===== config.mk =====
export PLATFORM = sky130hd
export DESIGN_NAME = alu_issue_unit
export DESIGN_NICKNAME = d
export VERILOG_FILES = /design/src/rtl/alu_pkg.sv /design/src/rtl/instr_field_decode.sv /design/src/rtl/alu_issue_unit.sv
export SDC_FILE = /design/constraint.sdc
export NUM_CORES = 1
export LEC_CHECK = 0
export ABC_CLOCK_PERIOD_IN_PS = 2500
export BUFFER_PORTS_ARGS = -buffer_cell sky130_fd_sc_hd__buf_4
export CAP_MARGIN = 25
export CORE_MARGIN = 2
export CORE_UTILIZATION = 50
export CTS_CLUSTER_DIAMETER = 100
export CTS_CLUSTER_SIZE = 40
export DETAILED_ROUTE_END_ITERATION = 12
export MAX_ROUTING_LAYER = met4
export PLACE_DENSITY = 0.82
export SYNTH_ARGS = -nofsm -noshare
export SYNTH_HDL_FRONTEND = slang
export SYNTH_SLANG_ARGS = --single-unit

===== constraint.sdc =====
create_clock -name clk -period 2.5 [get_ports clk]
set_input_delay 0.5 -clock clk [delete_from_list [all_inputs] [get_ports clk]]
set_output_delay 0.5 -clock clk [all_outputs]
set_load 0.05 [all_outputs]

===== src/rtl/alu_pkg.sv =====
// Shared encodings for the ALU front end: op codes, instruction types,
// PSR bit positions and the issue FSM state type.
package alu_pkg;

  localparam int PSR_W = 5;

  // Major op field values that select the instruction format
  localparam logic [3:0] OP_CODE_REG   = 4'b0000;
  localparam logic [3:0] OP_CODE_SHIFT = 4'b1000;

  // alu_control op codes for static instructions
  localparam logic [3:0] CONTROL_AND  = 4'b0001;
  localparam logic [3:0] CONTROL_OR   = 4'b0010;
  localparam logic [3:0] CONTROL_XOR  = 4'b0011;
  localparam logic [3:0] CONTROL_ADD  = 4'b0101;
  localparam logic [3:0] CONTROL_ADDU = 4'b0110;
  localparam logic [3:0] CONTROL_ADDC = 4'b0111;
  localparam logic [3:0] CONTROL_SUB  = 4'b1001;
  localparam logic [3:0] CONTROL_SUBC = 4'b1010;
  localparam logic [3:0] CONTROL_CMP  = 4'b1011;

  // Shift op extensions with a register-supplied amount
  localparam logic [3:0] CONTROL_LSH  = 4'b0100;
  localparam logic [3:0] CONTROL_ASHU = 4'b0110;

  localparam logic INSTR_STATIC = 1'b0;
  localparam logic INSTR_SHIFT  = 1'b1;

  // PSR layout {C,L,F,N,Z}, same ordering as the ALU flag bus
  localparam int PSR_C = 4;
  localparam int PSR_L = 3;
  localparam int PSR_F = 2;
  localparam int PSR_N = 1;
  localparam int PSR_Z = 0;

  typedef enum logic [1:0] {
    ST_IDLE = 2'd0,
    ST_READ = 2'd1,
    ST_EXEC = 2'd2,
    ST_WB   = 2'd3
  } state_t;

  function automatic logic is_static_legal(input logic [3:0] code);
    case (code)
      CONTROL_AND, CONTROL_OR, CONTROL_XOR,
      CONTROL_ADD, CONTROL_ADDU, CONTROL_ADDC,
      CONTROL_SUB, CONTROL_SUBC, CONTROL_CMP: is_static_legal = 1'b1;
      default:                                is_static_legal = 1'b0;
    endcase
  endfunction

endpackage


===== src/rtl/instr_field_decode.sv =====
// Combinational instruction field decode: op code / type selection,
// legality, immediate extension and which PSR bits the instruction updates.
module instr_field_decode
  import alu_pkg::*;
(
  input  logic [15:0]      instr,
  output logic [3:0]       op_code,
  output logic             instr_type,
  output logic             legal,
  output logic             use_imm,
  output logic [15:0]      imm_ext,
  output logic [PSR_W-1:0] psr_mask,
  output logic             is_cmp
);

  logic [3:0] op;
  logic [3:0] opext;

  assign op    = instr[15:12];
  assign opext = instr[7:4];

  // Select format, operand source and immediate extension from the op field
  always_comb begin
    op_code    = op;
    instr_type = INSTR_STATIC;
    use_imm    = 1'b1;
    imm_ext    = {{8{instr[7]}}, instr[7:0]};
    legal      = 1'b0;
    if (op == OP_CODE_REG) begin
      op_code = opext;
      use_imm = 1'b0;
      legal   = is_static_legal(opext);
    end else if (op == OP_CODE_SHIFT) begin
      instr_type = INSTR_SHIFT;
      op_code    = opext;
      if (opext == CONTROL_LSH || opext == CONTROL_ASHU) begin
        use_imm = 1'b0;
        legal   = 1'b1;
      end else if (opext[3:1] == 3'b000) begin
        // opext[0] is the sign bit of a 5-bit signed shift amount
        imm_ext = {{11{opext[0]}}, opext[0], instr[3:0]};
        legal   = 1'b1;
      end
    end else begin
      legal = is_static_legal(op);
      if (op == CONTROL_AND || op == CONTROL_OR || op == CONTROL_XOR)
        imm_ext = {8'h00, instr[7:0]};
    end
  end

  // Flags an instruction is allowed to write into the PSR
  always_comb begin
    psr_mask = '0;
    is_cmp   = 1'b0;
    if (instr_type == INSTR_STATIC) begin
      case (op_code)
        CONTROL_ADD, CONTROL_ADDU, CONTROL_ADDC, CONTROL_SUB, CONTROL_SUBC: begin
          psr_mask[PSR_C] = 1'b1;
          psr_mask[PSR_F] = 1'b1;
        end
        CONTROL_CMP: begin
          psr_mask[PSR_L] = 1'b1;
          psr_mask[PSR_N] = 1'b1;
          psr_mask[PSR_Z] = 1'b1;
          is_cmp          = 1'b1;
        end
        default: psr_mask = '0;
      endcase
    end
  end

endmodule


===== src/rtl/alu_issue_unit.sv =====
// ALU front end: accepts one instruction at a time, reads operands, runs the
// external ALU, writes back the result and maintains the PSR.
module alu_issue_unit
  import alu_pkg::*;
#(
  parameter int WIDTH_DATA    = 16,
  parameter int WIDTH_REG     = 4,
  parameter int WIDTH_OP_CODE = 4
) (
  input  logic                     clk,
  input  logic                     reset_n,
  input  logic [WIDTH_DATA-1:0]    instr,
  input  logic                     instr_valid,
  output logic                     instr_ready,
  output logic [WIDTH_REG-1:0]     rf_addr_a,
  output logic [WIDTH_REG-1:0]     rf_addr_b,
  input  logic [WIDTH_DATA-1:0]    rf_data_a,
  input  logic [WIDTH_DATA-1:0]    rf_data_b,
  output logic [WIDTH_OP_CODE-1:0] alu_op_code,
  output logic                     alu_instr_type,
  output logic [WIDTH_DATA-1:0]    alu_a,
  output logic [WIDTH_DATA-1:0]    alu_b,
  output logic                     alu_carry_in,
  input  logic [WIDTH_DATA-1:0]    alu_result,
  input  logic [PSR_W-1:0]         alu_flags,
  output logic                     wb_en,
  output logic [WIDTH_REG-1:0]     wb_addr,
  output logic [WIDTH_DATA-1:0]    wb_data,
  output logic [PSR_W-1:0]         psr,
  output logic                     illegal
);

  state_t                  state;
  logic [WIDTH_DATA-1:0]   instr_q;
  logic [WIDTH_DATA-1:0]   res_q;
  logic [PSR_W-1:0]        flags_q;

  logic [3:0]              dec_op_code;
  logic                    dec_type;
  logic                    dec_legal;
  logic                    dec_use_imm;
  logic [15:0]             dec_imm_ext;
  logic [PSR_W-1:0]        dec_psr_mask;
  logic                    dec_is_cmp;

  instr_field_decode u_decode (
    .instr      (instr_q),
    .op_code    (dec_op_code),
    .instr_type (dec_type),
    .legal      (dec_legal),
    .use_imm    (dec_use_imm),
    .imm_ext    (dec_imm_ext),
    .psr_mask   (dec_psr_mask),
    .is_cmp     (dec_is_cmp)
  );

  assign rf_addr_a      = instr_q[8 +: WIDTH_REG];
  assign rf_addr_b      = instr_q[0 +: WIDTH_REG];
  assign alu_op_code    = dec_op_code;
  assign alu_instr_type = dec_type;
  assign alu_carry_in   = psr[PSR_C];

  // Issue FSM with operand, result, writeback and PSR registers
  always_ff @(posedge clk) begin
    if (!reset_n) begin
      state       <= ST_IDLE;
      instr_ready <= 1'b1;
      instr_q     <= '0;
      alu_a       <= '0;
      alu_b       <= '0;
      res_q       <= '0;
      flags_q     <= '0;
      psr         <= '0;
      wb_en       <= 1'b0;
      wb_addr     <= '0;
      wb_data     <= '0;
      illegal     <= 1'b0;
    end else begin
      wb_en   <= 1'b0;
      illegal <= 1'b0;
      case (state)
        ST_IDLE: begin
          if (instr_valid) begin
            instr_q     <= instr;
            instr_ready <= 1'b0;
            state       <= ST_READ;
          end
        end
        ST_READ: begin
          if (!dec_legal) begin
            illegal     <= 1'b1;
            instr_ready <= 1'b1;
            state       <= ST_IDLE;
          end else begin
            alu_a <= rf_data_a;
            alu_b <= dec_use_imm ? dec_imm_ext : rf_data_b;
            state <= ST_EXEC;
          end
        end
        ST_EXEC: begin
          res_q   <= alu_result;
          flags_q <= alu_flags;
          state   <= ST_WB;
        end
        ST_WB: begin
          psr <= (psr & ~dec_psr_mask) | (flags_q & dec_psr_mask);
          if (!dec_is_cmp) begin
            wb_en   <= 1'b1;
            wb_addr <= instr_q[8 +: WIDTH_REG];
            wb_data <= res_q;
          end
          instr_ready <= 1'b1;
          state       <= ST_IDLE;
        end
        default: begin
          instr_ready <= 1'b1;
          state       <= ST_IDLE;
        end
      endcase
    end
  end

endmodule


======== Yosys cells after proc, flatten, opt, wreduce, memory -nomap -nowiden ========
Memory sizes are Yosys's and may differ from the RTL's. A register that Yosys moved wholly into a read port is not among the register bits.
Index checks and enable logic that the tools add are counted.
operators by class
  multiplexer cells ....................... 34
  bitwise operators ....................... 5
  equal/unequal tests ..................... 17
  reduce and logical (&&, ||, !) cells .... 14
operator list
  operator              number
  $mux W16              6
  $mux W4               6
  $eq A4 B3 Y1 const B  5
  $eq A4 B4 Y1 const B  4
  $mux W1               16
  $and A5 B5 Y5         2
  $reduce_and A2 Y1     5
  $eq A4 B2 Y1 const B  2
  $pmux W2 S4           1
  $mux W2               3
  $mux W5               1
  $not A5 Y5            1
  $or A5 B5 Y5          1
  $reduce_or A5 Y1      1
  $eq A2 B2 Y1 const B  2
  $eq A4 B1 Y1 const B  1
  $logic_not A4 Y1      1
  $ne A2 B2 Y1 const B  2
  $logic_not A3 Y1      1
  $logic_or A1 B1 Y1    3
  $pmux W1 S3           1
  $reduce_and A3 Y1     1
  $reduce_bool A3 Y1    1
  $eq A2 B1 Y1 const B  1
  other kinds (2)       2
word-level totals
  bits in read-only memories .............. 32
  register bits after elaboration ......... 99
  memories kept ........................... 2
  logic and storage cells ................. 84
memories
  memory           words  width  rd ports  clocked after memory_dff  write ports  RTL line       text
  (no name shown)  16     1      1         1                         0            alu_pkg.sv:44  case (code)
  (no name shown)  16     1      1         1                         0            alu_pkg.sv:44

======== Longest topological paths before layout ========
Gate-level depths: netlist of run 1.
  word-level depth ........................ 10
  mapped depth ............................ 8
  gate-level depth less buffers ........... 5

======== Cells and area by module ========
A second synthesis of run 1 with hierarchy kept.
second synthesis, totals
  cell total of the unflattened synthesis .. 508
  area, all modules ....................... 4155.2 µm²
by module, submodules not included
  module              area each (µm²)  times used  sequential area each (µm²)  cells an instance
  alu_issue_unit      3713.6           1           1981.9                      446
  instr_field_decode  441.7            1           0.0                         62

======== Worst setup path after synthesis of run 1 ========
Ideal clock, no wire load.
  path kind ............................... reg-to-output
  from .................................... register instr_q[14]
  to ...................................... output alu_op_code[3]
  stages on the path, launching flop included .. 4
  data arrival time ....................... 1944 ps
  data required time ...................... 2000 ps
  path slack .............................. 56 ps
  path buffers ............................ 1
  cell sequence ........................... dfxtp_1 clkbuf_1 nor3_1 o21ai_0
on the way
  cells in the longest elaborated chain, start to end .. 3
  elaborated cells between the ends (all ways) .. 4
  those cells by class .................... eq/ne (1); mux (2); reduce/logical (1)
RTL lines
  element                   RTL line                  text
  start: declaration        alu_issue_unit.sv:34      logic [WIDTH_DATA-1:0] instr_q;
  start signal: assignment  alu_issue_unit.sv:84      instr_q <= instr;
  $eq A4 B4 Y1              instr_field_decode.sv:33  end else if (op == OP_CODE_SHIFT) begin
  $mux W4                   instr_field_decode.sv:33
  $mux W4 (*)               instr_field_decode.sv:29  if (op == OP_CODE_REG) begin
  end: declaration          alu_issue_unit.sv:19      output logic [WIDTH_OP_CODE-1:0] alu_op_code,
Every way passes the cells marked *; elsewhere a longest branch is shown, timed or not.

======== Worst setup path in the final report of run 1 ========
  from .................................... register instr_q[12]
  to ...................................... output alu_instr_type
on the way
  cells in the longest elaborated chain, start to end .. 3
  elaborated cells between the ends (all ways) .. 4
  those cells by class .................... eq/ne (1); mux (2); reduce/logical (1)
RTL lines
  element           RTL line                  text
  $eq A4 B4 Y1      instr_field_decode.sv:33
  $mux W1           instr_field_decode.sv:33
  $mux W1 (*)       instr_field_decode.sv:29
  end: declaration  alu_issue_unit.sv:20      output logic alu_instr_type,
Marks and branches as above.

==> impl_metrics.yaml, run 1 <==
worst_hold_path:
  hold_start: "rf_data_a[5]"
  hold_path.class: "input port to flip-flop"
detailed_routing:
  vias_per_cell: 5.30
  antenna_left: 0
  vias: 3917
  drtIter0Drc: 155
  dr.pass1.iters: 5
  drc_errors: 0
  routed_wl_mm: 10.7
  wire_per_inst_um: 14.5
clock_network:
  post_cts_buffers: 0
  insertion_delay_ns: 0.36
  path_clk_slew_ns: 0.09
  cts.repair.resized: 0
  cts_tree: "built"
  cts_buffers: 9
  numClockSinks: 101
  htree_levels: 3
  clockRootBuffer: "clkbuf_8"
  clockBufferDepth: 2
  cts_hold_buf: 0
flow_run:
  maxCapViolCount: 0
setup_path:
  critPathTopFamily: "simple AND/OR/NAND/NOR gates"
  cp_cell_sequence: "or4b_4 -> inv_1 -> buf_4"
  cpPeakStageDelay_ns: 0.62
  start_kind: "flip-flop"
  arrival_ns: 1.73
  cp.required_ns: 2.00
  critPathKind: "flip-flop to output port"
  startpoint: "instr_q[12]"
  crit_path_top_delay_cell: "or4b_4"
  worstReg2RegStart: "instr_q[12]"
  endpoint_kind: "output port"
  path_buf_inv: 2
  cp_max_fo: 14
sta:
  fin_setup_tns_ns: 0
  finalCritPeriodShare: 0.893
  setup_viol: 0
  maxSlewHeadroom: 0.609
  timing.fmax_mhz: 448
  drv_slew: 0
  hold-worst-slack_ns: 0.363
  fin_worst_skew_ns: 0.0125
  fin_crit_ns: 2.23
  final_hold_viol_count: 0
  tightest_slew_ns: 0.584
  rsz0062_at_grt: "false"
floorplan:
  fp.dieW_um: 95.9
  io_pins: 146
  die_area_mm2: 0.00920
  die_y_um: 95.9
  core_mm2: 0.00822
  rows: 33
  start_util: 0.514
logic_synthesis:
  seq_area_frac_synth: 0.479
  synth_area_mm2: 0.00422
  synth_edf_count: 0
  synth_top_area_cell: "dfxtp_1"
  yosys_warnings: 0
  ys_ff_latch: 101
  ys_top_cells_by_area: "dfxtp_1 48%, nand2_1 12%, o21ai_0 5.5%"
  avgSynthCellArea_um2: 8.17
  ys_top_cells_by_count: "135 x nand2_1, 101 x dfxtp_1, 46 x o21ai_0, 43 x nand3_1, 34 x a21oi_1"
  synth_ff_type: "dfxtp_1"
  synthesis.instances: 517
  ys_async_sr_fraction: 0
  synth_top_area_frac: 0.479
  synth_most_common_cell: "nand2_1"
  syn_nets: 589
  synth.distinct_cells: 42
grt:
  grt_pass1_vias: 3665
  track_usage: 0.242
  grt_pass1_wl_mm: 17.0
  antenna_found_initial: 0
  grt-ovfl-total: 0
  grt_max_degree: 88
pwr:
  worst_ir_drop_vdd_uv: 369
  power.leakage_nw: 2.22
  powerDensity_mw_per_mm2: 676
placed_design:
  place_area_mm2: 0.00527
  place.gp.congestion: 0.828
  place_hpwl_mm: 7.74
  io_buffers: 145
layout:
  nets: 701
  final_area_mm2: 0.00551
  drive_above_1_share: 0.301
  syn2layout_area_growth_pct: 30.3
  num_antenna_cells: 0
run_status:
  status: "finished clean"
flip-flops by register name (all words and copies together), names as in the netlist, named ones only:
register     count
alu_a           16
flags_q          5
illegal          1
alu_b           16
instr_ready      1
wb_en            1
wb_addr          4
res_q           16
state            1
instr_q         16
wb_data         16
routing by layer:
metal / vias to the layer above / GRT usage / wire length (µm)
met5: - / - / 0
met4: 0 / 0.0667 / 113
met3: 12 / 0.0728 / 830
li1: 1974 / - / -
met2: 128 / 0.394 / 5200
met1: 1803 / 0.293 / 4540
report_power, final:
group	leakage (nW)	switching [mW]	internal [mW]
Combinational	1.29	0.502	0.285
Sequential	0.820	0.0803	1.69
Clock	0.117	0.541	0.625
Total	2.22	1.12	2.60
placed cells by master (no fill, tap or decap), types with 6 or more instances in the layout:
| cell | instances |
|---|---|
| a21oi_1 | 33 |
| nor2_1 | 23 |
| o21ai_0 | 46 |
| a21boi_0 | 19 |
| buf_4 | 152 |
| dfxtp_1 | 101 |
| nand3_1 | 43 |
| nand2_1 | 135 |
| a211oi_2 | 8 |
| clkbuf_8 | 11 |
| inv_1 | 6 |
cells by family after synthesis:
family / count (synthesis) / share of synthesized area
AO/OA/AOI/OAI: 132 / 0.209
buffers and inverters: 59 / 0.0708
flip-flops: 101 / 0.479
multiplexers: 3 / 0.00711
AND/OR/NAND/NOR: 222 / 0.234
layout make-up:
| cell class | instances | area (µm²) |
|---|---|---|
| timing repair buffer | 154 | 1180 |
| clock inverter | 4 | 77.6 |
| clock buffer | 12 | 155 |
| multi-input combinational | 357 | 1920 |
| tap | 105 | 131 |
| fill | 710 | 2710 |
| inverter | 6 | 22.5 |
| sequential | 101 | 2020 |
tightest hold or removal path: stages:
cell	delay [ns]
buf_4	0.08
nand3_1	0.05
o21ai_0	0.06
worst paths after layout:
kind               endpoint  depth (start not counted)  slack (ns)
min reg2reg      flags_q[1]                          2        0.46
max reg2reg       flip-flop                          5        0.33
max          alu_instr_type                          3        0.27
min                alu_a[5]                          3        0.36
through the flow:
stage	instances	util	total power [mW]	setup slack, ns
after global placement	723	0.642	2.57	0.373
after floorplan	517	-	2.34	0.0560
after global routing	739	0.670	3.89	0.157
after CTS	739	0.670	3.74	0.270
after detailed placement	723	0.642	2.60	0.340
final	739	0.670	3.72	0.268
Note: power is estimated with default switching activity, not from simulation.
==> inputs of run 2 (changes only) <==
- ABC_AREA: not set -> 1
- PLACE_DENSITY: 0.82 -> 0.8
==> run 2 against run 1 <==
Design area is 1.2% lower. Critical path depth is 6 higher. Die area hardly changed. Core utilization is 0.81 points lower. Area after synthesis hardly changed. Synthesized cell count is 15% higher. Wire length is 4.5% lower. Flip-flop and latch count stayed put. Highest routed layer unchanged.
==> impl_metrics.yaml, run 2 <==
clock_network:
  htree_levels: 3
  cts_tree: "built"
  cts_hold_buf: 0
  clockRootBuffer: "clkbuf_8"
  cts.repair.resized: 0
  post_cts_buffers: 0
  insertion_delay_ns: 0.36
  path_clk_slew_ns: 0.10
  numClockSinks: 101
  clockBufferDepth: 2
  cts_buffers: 9
sta:
  maxSlewHeadroom: 0.456
  tightest_slew_ns: 0.815
  timing.fmax_mhz: 519
  finalCritPeriodShare: 0.771
  fin_setup_tns_ns: 0
  drv_slew: 0
  fin_worst_skew_ns: 0.0131
  hold-worst-slack_ns: 0.390
  setup_viol: 0
  final_hold_viol_count: 0
  fin_crit_ns: 1.93
  rsz0062_at_grt: "false"
layout:
  most-common-layout-cells: "151 x buf_4, 137 x nand2_1, 101 x dfxtp_1"
  multi_input_area_mm2: 0.00174
  final-seq-area_mm2: 0.00202
  syn2layout_area_growth_pct: 28.8
  layout.cells.non_filler: 825
  drive_above_1_share: 0.256
  nets: 787
  nFillCells: 723
  num_antenna_cells: 0
  layout_commonest_cell: "buf_4"
setup_path:
  critPathKind: "flip-flop to flip-flop"
  crit_path_top_delay_cell: "nand2_1"
  arrival_ns: 2.22
  cpPeakStageDelay_ns: 0.42
  endpoint_kind: "flip-flop"
  path_buf_inv: 1
  start_kind: "flip-flop"
  critPathTopFamily: "simple AND/OR/NAND/NOR gates"
  crit_path_frequent_cell: "nor2_1"
  cp_cell_sequence: "nor2_4 -> nand3_1 -> nand2_1 -> nand3_2 -> inv_1 -> nand2_1 -> nor2_1 -> nor2_1 -> nor2_1"
  cp.required_ns: 2.79
  cp_max_fo: 21
logic_synthesis:
  synth_top_area_frac: 0.479
  synth_ff_type: "dfxtp_1"
  ys_top_cells_by_count: "137 x nand2_1, 101 x dfxtp_1, 86 x nor2_1, 55 x inv_1, 55 x nand3_1"
  seq_area_frac_synth: 0.479
  synthesis.instances: 594
  synth_edf_count: 0
  yosys_warnings: 0
  ys_async_sr_fraction: 0
  synth_most_common_cell: "nand2_1"
  synth.distinct_cells: 27
  ys_top_cells_by_area: "dfxtp_1 48%, nand2_1 12%, nor2_1 7.6%"
  ys_ff_latch: 101
  avgSynthCellArea_um2: 7.11
  synth_top_area_cell: "dfxtp_1"
  syn_nets: 666
  synth_area_mm2: 0.00422
floorplan:
  fp.dieW_um: 95.9
  die_y_um: 95.9
  io_pins: 146
  core_mm2: 0.00822
  rows: 33
  start_util: 0.514
  die_area_mm2: 0.00919
detailed_routing:
  antenna_left: 0
  vias_per_cell: 4.97
  dr.pass1.iters: 5
  vias: 4103
  routed_wl_mm: 10.2
  drtIter0Drc: 112
  drc_errors: 0
  wire_per_inst_um: 12.4
pwr:
  powerDensity_mw_per_mm2: 739
  power.leakage_nw: 2.59
  total_power_mw: 4.02
  worst_ir_drop_vdd_uv: 336
placed_design:
  place.gp.congestion: 0.868
  place_hpwl_mm: 7.36
  io_buffers: 145
  dpl.cell_count: 809
grt:
  grt-ovfl-total: 0
  track_usage: 0.230
  grt_max_degree: 58
  grt_pass1_wl_mm: 16.3
  grt_pass1_vias: 3703
  antenna_found_initial: 0
worst_hold_path:
  hold_path.class: "input port to flip-flop"
run_status:
  status: "finished clean"
flow_run:
  maxCapViolCount: 0
[run 2: report_power, final]
group	total (mW)	switching (mW)	internal [mW]
sequential	1.82	0.0725	1.75
clock	0.958	0.583	0.374
combinational	1.24	0.853	0.385
total	4.02	1.51	2.51
[run 2: area by class of cell]
| class | instances | area share |
|---|---|---|
| Clock inverter | 7 | 0.0104 |
| Clock buffer | 9 | 0.0228 |
| Multi-Input combinational cell | 390 | 0.320 |
| Tap cell | 105 | 0.0242 |
| Sequential cell | 101 | 0.372 |
| Inverter | 62 | 0.0428 |
| Timing Repair Buffer | 151 | 0.208 |
[run 2: kinds of logic (layout without fill, tap and decap cells)]
kind of cell | Yosys count | in the layout | share of synthesized area
AOI/OAI and AO/OA | 98 | 98 | 0.120
buffers and inverters | 103 | 229 | 0.109
DFF | 101 | 101 | 0.479
and+or+nand+nor | 292 | 292 | 0.292
[run 2: worst paths after layout]
path	slack (ns)	endpoint	cells past startpoint	startpoint
setup / recovery	0.57	flip-flop	9	instr_q[12]
hold / removal	0.39	instr_q[2]	3	instr[2]
setup reg to reg	0.57	flip-flop	9	instr_q[12]
hold reg to reg	0.46	flags_q[1]	2	flags_q[1]
[run 2: per-stage QoR]
step / cell area (µm²) / utilization / worst slack [ns]
after detailed placement: 5260 / 0.640 / 0.598
after global placement: 5260 / 0.640 / 0.634
final: 5440 / 0.662 / 0.571
after floorplan: 4220 / - / 0.704
after CTS: 5440 / 0.662 / 0.578
after global routing: 5440 / 0.662 / 0.303
[run 2: per-layer routing]
layer / wire length [µm] / part of all wire / up-vias / track usage
li1: - / - / 2100 / -
met1: 4680 / 0.46 / 1847 / 0.289
met3: 658 / 0.064 / 20 / 0.0470
met4: 203 / 0.020 / 0 / 0.0714
met2: 4670 / 0.46 / 136 / 0.375
met5: 0 / 0 / - / -
[run 2: tightest hold or removal path, cell delays in order]
cell and delay [ns]:
buf_4 0.08, o21ai_0 0.07, nor2_1 0.07
==> inputs of run 3 (changes only) <==
- ABC_CLOCK_PERIOD_IN_PS: 2500 -> 1600
- CORE_UTILIZATION: 50 -> 45
- PLACE_DENSITY: 0.8 -> 0.76
- clock period: 2.5 -> 1.6 ns (I/O delays scaled with it)
==> run 3 against run 2 <==
Die area increased by 11%. Sequential power grew 57%. Clock power is 75% higher. Wire length up 21%. Global-route usage fell by 0.40 points. Clock skew grew 0.00064 ns. The run now ends with setup timing left. Non-clock buffer count up 30. Worst hold slack got worse by 0.18 ns. Sequential share of layout area down 4.8 points. First-iteration DRC count up 67%. Clock-buffer cell count did not move.
==> impl_metrics.yaml, run 3 (synthesis gave the netlist of run 2 again) <==
run_status:
  status: "complete, but fails checks"
  violations: "setup timing"
layout:
  nets: 825
  final_area_mm2: 0.00626
  most-common-layout-cells: "163 x buf_4, 118 x nand2_1, 97 x dfxtp_1"
  layout_commonest_cell: "buf_4"
  drive_above_1_share: 0.359
  syn2layout_area_growth_pct: 48.4
  num_antenna_cells: 0
  nFillCells: 729
placed_design:
  place_hpwl_mm: 7.77
  place_area_mm2: 0.00550
  io_buffers: 145
  place.gp.congestion: 0.821
setup_path:
  start_kind: "flip-flop"
  crit_path_top_delay_cell: "dfxtp_2"
  crit_cells: 6
  cp.required_ns: 1.28
  cp_cell_sequence: "buf_4 -> inv_4 -> nand2_4 -> nor2_4 -> buf_6 -> buf_8"
  cpPeakStageDelay_ns: 0.34
  path_buf_inv: 4
  arrival_ns: 1.37
  critPathTopFamily: "buffers and inverters"
  cp_max_fo: 3
  endpoint_kind: "output port"
  critPathKind: "flip-flop to output port"
  r2r_cells: 12
sta:
  setup_viol: 31
  finalCritPeriodShare: 1.06
  worst_slack_ns: -0.0941
  rsz0062_at_grt: "true"
  drv_slew: 0
  tightest_slew_ns: 0.289
  fin_worst_skew_ns: 0.0137
  final_hold_viol_count: 0
  fin_crit_ns: 1.69
  timing.fmax_mhz: 590
  maxSlewHeadroom: 0.807
worst_hold_path:
  hold_path.class: "input port to flip-flop"
  min_delay_path_depth: 3
clock_network:
  insertion_delay_ns: 0.36
  cts_buffers: 9
  htree_levels: 3
  cts_hold_buf: 0
  clockBufferDepth: 2
  cts_tree: "built"
  numClockSinks: 101
  path_clk_slew_ns: 0.10
  clockRootBuffer: "clkbuf_8"
detailed_routing:
  vias_per_cell: 5.04
  vias: 4380
  routed_wl_mm: 12.4
  drc_errors: 0
  wire_per_inst_um: 14.2
  dr.pass1.iters: 5
  antenna_left: 0
  drtIter0Drc: 187
floorplan:
  io_pins: 146
  fp.dieW_um: 101
  core_mm2: 0.00915
  die_y_um: 101
  rows: 35
  die_area_mm2: 0.0102
  start_util: 0.461
pwr:
  worst_ir_drop_vdd_uv: 609
  power.leakage_nw: 2.89
  total_power_mw: 7.32
  powerDensity_mw_per_mm2: 1170
grt:
  grt_pass1_vias: 3877
  grt_pass1_wl_mm: 17.9
  grt-ovfl-total: 0
  track_usage: 0.226
  antenna_found_initial: 0
  grt_max_degree: 62
flow_run:
  maxCapViolCount: 0
==> run 3: changes by cell type in the layout (fill, tap and decap cells not counted), moves of 6 or more <==
| cell | delta |
|---|---|
| a21oi_1 | -10 |
| a21oi_2 | +10 |
| buf_12 | +6 |
| buf_4 | +12 |
| nand2_1 | -19 |
| nand2_2 | +13 |
| nand2_8 | +8 |
| nand3_1 | -12 |
| nand3_2 | +11 |
==> run 3: worst paths after layout <==
check | endpoint | slack [ns] | from
hold / removal | alu_a[9] | 0.21 | rf_data_a[9]
hold reg to reg | instr_ready | 0.45 | instr_ready
setup / recovery | alu_instr_type | -0.09 | instr_q[12]
setup reg to reg | instr_ready | -0.08 | instr_q[12]
==> run 3: layer usage <==
metal / wire length (µm) / global-route usage / up-vias
met5: 0 / - / -
met2: 6070 / 0.365 / 157
met1: 5390 / 0.292 / 2010
li1: - / - / 2198
met3: 761 / 0.0347 / 15
met4: 151 / 0.0717 / 0
==> run 3: timing repair <==
action,in CTS,in global routing
pin swaps,1,35
resized for setup,17,68
cloned,1,10
buffers inserted,1,7
setup endpoints to repair,59,64
==> run 3: layout make-up <==
| cell class | instances | area (µm²) | share of cell area |
|---|---|---|---|
| timing repair buffer | 181 | 1530 | 0.244 |
| inverter | 62 | 238 | 0.0380 |
| tap | 111 | 139 | 0.0222 |
| multi-input combinational | 398 | 2130 | 0.340 |
| sequential | 101 | 2030 | 0.324 |
| clock buffer | 9 | 124 | 0.0198 |
| clock inverter | 7 | 78.8 | 0.0126 |
==> run 3: worst reg2reg max path: stages, from the launching register on <==
cell     delay, ns
dfxtp_2       0.34
buf_4         0.14
inv_4         0.06
nand2_4       0.07
nor2_4        0.14
buf_6         0.14
nand3_4       0.10
nand2_8       0.12
nand2_8       0.13
nand2_8       0.18
nand3_2       0.07
nand2_1       0.06
nand2_1       0.04
==> run 3: power breakdown <==
group	switching [mW]	internal, mW
registers	0.124	2.74
clock network	0.932	0.743
logic	1.74	1.04
==> run 3: through the flow <==
| step | worst slack (ns) | setup TNS (ns) | utilization | cells | hold WS (ns) |
|---|---|---|---|---|---|
| global route | -0.155 | -3.12 | 0.684 | 869 | 0.199 |
| finish | -0.0941 | -1.05 | 0.684 | 869 | 0.210 |
| global placement | -0.0793 | -1.54 | 0.601 | 834 | 0.439 |
| detailed placement | -0.154 | -3.39 | 0.601 | 834 | 0.446 |
| floorplan | 0.00163 | 0 | - | 594 | 0.430 |
| CTS | -0.0798 | -0.253 | 0.632 | 852 | 0.211 |
